## src/rtl/rom_stepper_pkg.sv

```systemverilog
// Shared types and widths for the ROM stepper (package rom_pkg).
package rom_pkg;
  localparam int ADR_W_DEF = 4;
  localparam int DAT_W_DEF = 8;
  localparam int CNT_W     = 24;

  typedef enum logic [1:0] {
    IDLE  = 2'd0,
    FETCH = 2'd1,
    HOLD  = 2'd2
  } state_t;
endpackage

```

## src/rtl/rom_stepper_sw_edge.sv

```systemverilog
// Rising-edge detector for the debounced switch; the history flop resets high
// so a switch already held through reset does not register as a press.
module sw_edge
  import rom_pkg::*;
(
  input  logic i_clk,
  input  logic i_rst,
  input  logic i_sw,
  output logic o_press
);
  logic r_sw_q;

  always_ff @(posedge i_clk) begin
    if (i_rst) r_sw_q <= 1'b1;
    else       r_sw_q <= i_sw;
  end

  assign o_press = i_sw & ~r_sw_q;
endmodule

```

## src/rtl/rom_stepper.sv

```systemverilog
// Steps a ROM address once per switch press and registers the fetched byte.
// Optional auto-repeat while held: define ROM_STEPPER_AUTO_REPEAT_EN.
//
// state | meaning
// IDLE  | waiting for a fresh press
// FETCH | capture rom data, pulse valid
// HOLD  | switch still held after fetch; wait for release (or auto-repeat)
module rom_stepper
  import rom_pkg::*;
#(
  parameter int               ADR_W         = ADR_W_DEF,
  parameter int               DAT_W         = DAT_W_DEF,
  parameter int               LAST_ADR      = 15,
  parameter logic [CNT_W-1:0] HOLD_CYCLES   = 24'd5_000_000,
  parameter logic [CNT_W-1:0] REPEAT_CYCLES = 24'd1_000_000
) (
  input  logic             i_clk,
  input  logic             i_rst,
  input  logic             i_sw_in,
  output logic [ADR_W-1:0] o_adr,
  input  logic [DAT_W-1:0] i_rom_dat,
  output logic [DAT_W-1:0] o_dat_out,
  output logic             o_dat_valid,
  output logic             o_wrap
);
  localparam logic [ADR_W-1:0] LAST = ADR_W'(LAST_ADR);

  state_t           r_state;
  logic [ADR_W-1:0] r_adr;
  logic [DAT_W-1:0] r_dat;
  logic             r_valid;
  logic             r_wrap;
  logic             w_press;
  logic             w_at_last;
  logic [ADR_W-1:0] w_adr_next;

  sw_edge u_sw_edge (
    .i_clk   (i_clk),
    .i_rst   (i_rst),
    .i_sw    (i_sw_in),
    .o_press (w_press)
  );

  assign w_at_last  = (r_adr == LAST);
  assign w_adr_next = w_at_last ? '0 : r_adr + 1'b1;

`ifdef ROM_STEPPER_AUTO_REPEAT_EN
  logic [CNT_W-1:0] r_cnt;
  logic             r_repeating;
  logic             w_cnt_hit;

  assign w_cnt_hit = (r_cnt == (r_repeating ? REPEAT_CYCLES - 1'b1 : HOLD_CYCLES - 1'b1));

  // Counter restarts on every entry to HOLD; repeating survives a repeat FETCH.
  always_ff @(posedge i_clk) begin
    if (i_rst) begin
      r_cnt       <= '0;
      r_repeating <= 1'b0;
    end else begin
      case (r_state)
        IDLE: begin
          r_cnt       <= '0;
          r_repeating <= 1'b0;
        end
        FETCH: begin
          r_cnt <= '0;
          if (!i_sw_in) r_repeating <= 1'b0;
        end
        HOLD: begin
          if (!i_sw_in)       r_repeating <= 1'b0;
          else if (w_cnt_hit) r_repeating <= 1'b1;
          else                r_cnt       <= r_cnt + 1'b1;
        end
        default: begin
          r_cnt       <= '0;
          r_repeating <= 1'b0;
        end
      endcase
    end
  end
`else
  // Repeat timing only matters with auto-repeat compiled in.
  if (HOLD_CYCLES == '0 && REPEAT_CYCLES == '0) begin : g_repeat_timing_unused
  end
`endif

  always_ff @(posedge i_clk) begin
    if (i_rst) begin
      r_state <= FETCH;
      r_adr   <= '0;
      r_dat   <= '0;
      r_valid <= 1'b0;
      r_wrap  <= 1'b0;
    end else begin
      r_valid <= 1'b0;
      r_wrap  <= 1'b0;
      case (r_state)
        IDLE: begin
          if (w_press) begin
            r_adr   <= w_adr_next;
            r_wrap  <= w_at_last;
            r_state <= FETCH;
          end
        end
        FETCH: begin
          r_dat   <= i_rom_dat;
          r_valid <= 1'b1;
          r_state <= i_sw_in ? HOLD : IDLE;
        end
        HOLD: begin
          if (!i_sw_in) begin
            r_state <= IDLE;
`ifdef ROM_STEPPER_AUTO_REPEAT_EN
          end else if (w_cnt_hit) begin
            r_adr   <= w_adr_next;
            r_wrap  <= w_at_last;
            r_state <= FETCH;
`endif
          end
        end
        default: r_state <= IDLE;
      endcase
    end
  end

  assign o_adr       = r_adr;
  assign o_dat_out   = r_dat;
  assign o_dat_valid = r_valid;
  assign o_wrap      = r_wrap;
endmodule

```

## config.mk

```make
export PLATFORM = sky130hd
export DESIGN_NAME = rom_stepper
export DESIGN_NICKNAME = d
export VERILOG_FILES = /design/src/rtl/rom_stepper_pkg.sv /design/src/rtl/rom_stepper_sw_edge.sv /design/src/rtl/rom_stepper.sv
export SDC_FILE = /design/constraint.sdc
export NUM_CORES = 1
export LEC_CHECK = 0
export ABC_AREA = 1
export CAP_MARGIN = 25
export CORE_MARGIN = 1
export CORE_UTILIZATION = 41
export CTS_CLUSTER_DIAMETER = 150
export DETAILED_ROUTE_END_ITERATION = 6
export PLACE_DENSITY = 0.73
export RECOVER_POWER = 25
export SLEW_MARGIN = 25
export SYNTH_ARGS = -nofsm -noshare
export SYNTH_HDL_FRONTEND = slang
export SYNTH_SLANG_ARGS = --single-unit
```

## constraint.sdc

```tcl
create_clock -name i_clk -period 1.1 [get_ports i_clk]
set_clock_uncertainty 0.05 [all_clocks]
set_input_delay 0.22 -clock i_clk [delete_from_list [all_inputs] [get_ports i_clk]]
set_output_delay 0.22 -clock i_clk [all_outputs]
set_load 0.01 [all_outputs]
```

==> results.sh <==
export IMPL_crit_required_ns=0.83
export IMPL_grt_use_total=0.185
export IMPL_worstPathBufferInverterCount=1
export IMPL_ys_seq_area_frac=0.516
export IMPL_cts_inserted_buffers=3
export IMPL_drive_above_1_share=0.457
export IMPL_worst_ep_arrival_time_ns=0.80
export IMPL_synthesis_area_um2=659
export IMPL_path_cells="clkdlybuf4s15_2"
export IMPL_fillers=137
export IMPL_drc=0
export IMPL_crit_path_start_kind="flop"
export IMPL_dpl_hpwl_um=1050
export IMPL_path_delay_family="flip-flops"
export IMPL_synthFlopType="dfxtp_1"
export IMPL_htreeDepth=1
export IMPL_grt_pass1_wl_um=2550
export IMPL_hold_slack_ns=0.162
export IMPL_crit_path_max_incr_delay_ns=0.31
export IMPL_worst_slew_margin_rel=0.887
export IMPL_grt_max_degree=14
export IMPL_netSwitchingFraction=0.250
export IMPL_worstSetupPathType="flop to primary output"
export IMPL_grt_pass1_vias=656
export IMPL_async_flop_share=0
export IMPL_gp_congestion=0.775
export IMPL_io_pins=25
export IMPL_ir_drop_v=0.000789
export IMPL_syn_nets=94
export IMPL_clockBufferDepth=2
export IMPL_core_mm2=0.00151
export IMPL_grt_ovfl_total=0
export IMPL_dieArea_mm2=0.00177
export IMPL_final_nets=129
export IMPL_worst_slew_pin_slew_ns=0.168
export IMPL_crit_end="o_wrap"
export IMPL_drt_first_pass_iters=2
export IMPL_synth_cell_type_count=16
export IMPL_rows=14
export IMPL_cp_end_kind="primary output"
export IMPL_p_int_mw=0.897
export IMPL_ys_warn_count=0
export IMPL_reg2reg_depth=7
export IMPL_cts_tree="built"
export IMPL_finalHoldViolCount=0
export IMPL_initial_core_util=0.438
export IMPL_insertion_delay_ns=0.28
export IMPL_die_y_um=42.1
export IMPL_io_buffers=24
export IMPL_vias=634
export IMPL_via_per_inst=4.80
export IMPL_max_cap_violations=0
export IMPL_drtIter0Drc=6
export IMPL_min_period_ns=1.07
export IMPL_dieWidth_um=42.1
export IMPL_drt_wl_total_um=1420
export IMPL_min_path_type="input pin to flop"
export IMPL_critPathMaxFanout=1
export IMPL_synth_edf_count=0
export IMPL_p_total_mw=1.20
export IMPL_synthCells=82
export IMPL_period_share=0.972
export IMPL_drv_slew=0
export IMPL_worstReg2RegEnd="o_adr[3]"
export IMPL_pwr_share_comb=0.166
export IMPL_regToRegStartpoint="o_adr[1]"
export IMPL_final_antenna_net_count=0
export IMPL_rsz0062_at_grt="true"
export IMPL_pwr_share_seq=0.567
export IMPL_clkSinkCount=17
export IMPL_reg2reg_slack_ns=0.06
export IMPL_insertedDiodeCount=0
export IMPL_power_density_mw_per_mm2=1200
export IMPL_hold_start="i_sw_in"
export IMPL_clkPwrFrac=0.267
export IMPL_wire_per_inst_um=10.7
export IMPL_fmax_mhz=935
export IMPL_clkTransAtPathRegs_ns=0.10
export IMPL_status="finished, final reports clean"
export IMPL_setup_viol=0
export IMPL_syn_avg_cell_area_um2=8.04
export IMPL_p_leak_nw=0.471
export IMPL_ctsHoldBuffers=0
export IMPL_area_growth_pct=51.0
export IMPL_antenna_found_initial=0
export IMPL_p_sw_mw=0.299
export IMPL_cts_root_buf="clkbuf_4"
export IMPL_ys_ff_latch=17
export IMPL_cp_depth=1
export IMPL_critPathLaunch="o_wrap"
export IMPL_cp_slowest_cell="dfxtp_1"
-- how the worst min path moves through the flow --
stage                             to  cells after the start
CTS                       r_state[1]                      1
detailed placement        r_state[1]                      1
global route        u_sw_edge.r_sw_q                      3
global placement          r_state[1]                      1
finish              u_sw_edge.r_sw_q                      3
floorplan                   o_adr[2]                      1
-- final cells by class --
type,instances,area (um^2),share of cell area
multi-input cells,56,312,0.313
inverters,8,32.5,0.0327
flip-flops and latches,17,358,0.359
repair buffers,31,248,0.249
clock buffers,4,26.3,0.0264
well taps,16,20.0,0.0201
-- cell usage after synthesis (2+ instances only) --
master / number / area (um^2)
xor2_1: 2 / 17.5
inv_1: 7 / 26.3
o21ai_0: 9 / 45.0
a21oi_1: 2 / 10.0
nor2_2: 3 / 18.8
nand3_1: 4 / 20.0
nand2_1: 9 / 33.8
nor2_4: 2 / 22.5
dfxtp_1: 17 / 340
nor2_1: 21 / 78.8
-- metrics by stage --
stage	utilization	instances	setup TNS [ns]	area, um^2	setup WS [ns]
finish	0.661	132	0	996	0.0304
global route	0.661	132	-0.0205	996	-0.0205
CTS	0.643	132	0	968	0.000701
detailed placement	0.651	128	-2.34	981	-0.288
global placement	0.651	128	-2.05	981	-0.253
floorplan	-	82	0	661	0.00871
-- power by group through the flow --
stage / logic (mW) / clock network (mW) / registers, mW
4_1_cts: 0.192 / 0.332 / 0.677
2_1_floorplan: 0.0717 / 0 / 0.700
6_report: 0.199 / 0.319 / 0.679
5_1_grt: 0.224 / 0.350 / 0.684
3_3_place_gp: 0.212 / 0 / 0.686
3_5_place_dp: 0.215 / 0 / 0.687
-- placed cells by master (no fill, tap or decap) --
master	Yosys	final
nor2_4	2	2
inv_2	1	2
inv_1	7	5
nor2_1	21	19
nand3_1	4	3
clkdlybuf4s15_2	0	1
clkdlybuf4s50_1	0	9
clkbuf_1	0	1
buf_4	0	5
nand3_2	0	1
clkbuf_4	0	3
nor2_2	3	5
xor2_1	2	1
buf_12	0	1
buf_2	0	13
o21ai_0	9	6
inv_4	0	1
ha_2	0	1
xor2_2	0	1
nand2_4	1	1
dlymetal6s2s_1	0	1
dfxtp_2	0	14
buf_6	0	1
nand2_1	9	9
nor3_1	1	1
o21ai_4	0	1
o21ai_1	0	3
a21oi_1	2	2
dfxtp_1	17	3
-- cell families (layout without fill, tap and decap cells) --
| kind of cell | after synthesis | in the layout | synth area share |
|---|---|---|---|
| and+or+nand+nor | 41 | 41 | 0.288 |
| xor gates and xnor gates | 2 | 2 | 0.0266 |
| AOI/OAI and AO/OA | 12 | 12 | 0.0968 |
| buffers and inverters | 9 | 43 | 0.0531 |
| DFF | 17 | 17 | 0.516 |
| adders and majority gates | 1 | 1 | 0.0190 |
-- registers in the layout (all words and copies together), names as in the netlist --
register          cells
o_dat_out             8
o_adr                 4
r_state               2
o_dat_valid           1
o_wrap                1
u_sw_edge.r_sw_q      1
-- what timing repair did --
item	CTS	global route
pin swaps	0	3
endpoints found under the setup margin	16	12
buffers inserted	0	0
gates resized for setup	63	19
-- routing by layer --
metal,vias to the layer above,global-route usage,share of wire
met5,-,0,0
met4,0,0.0750,0.0028
met3,2,0.0302,0.037
met2,18,0.331,0.51
met1,290,0.217,0.45
li1,324,-,-
Power figures use the tool's default switching activity.
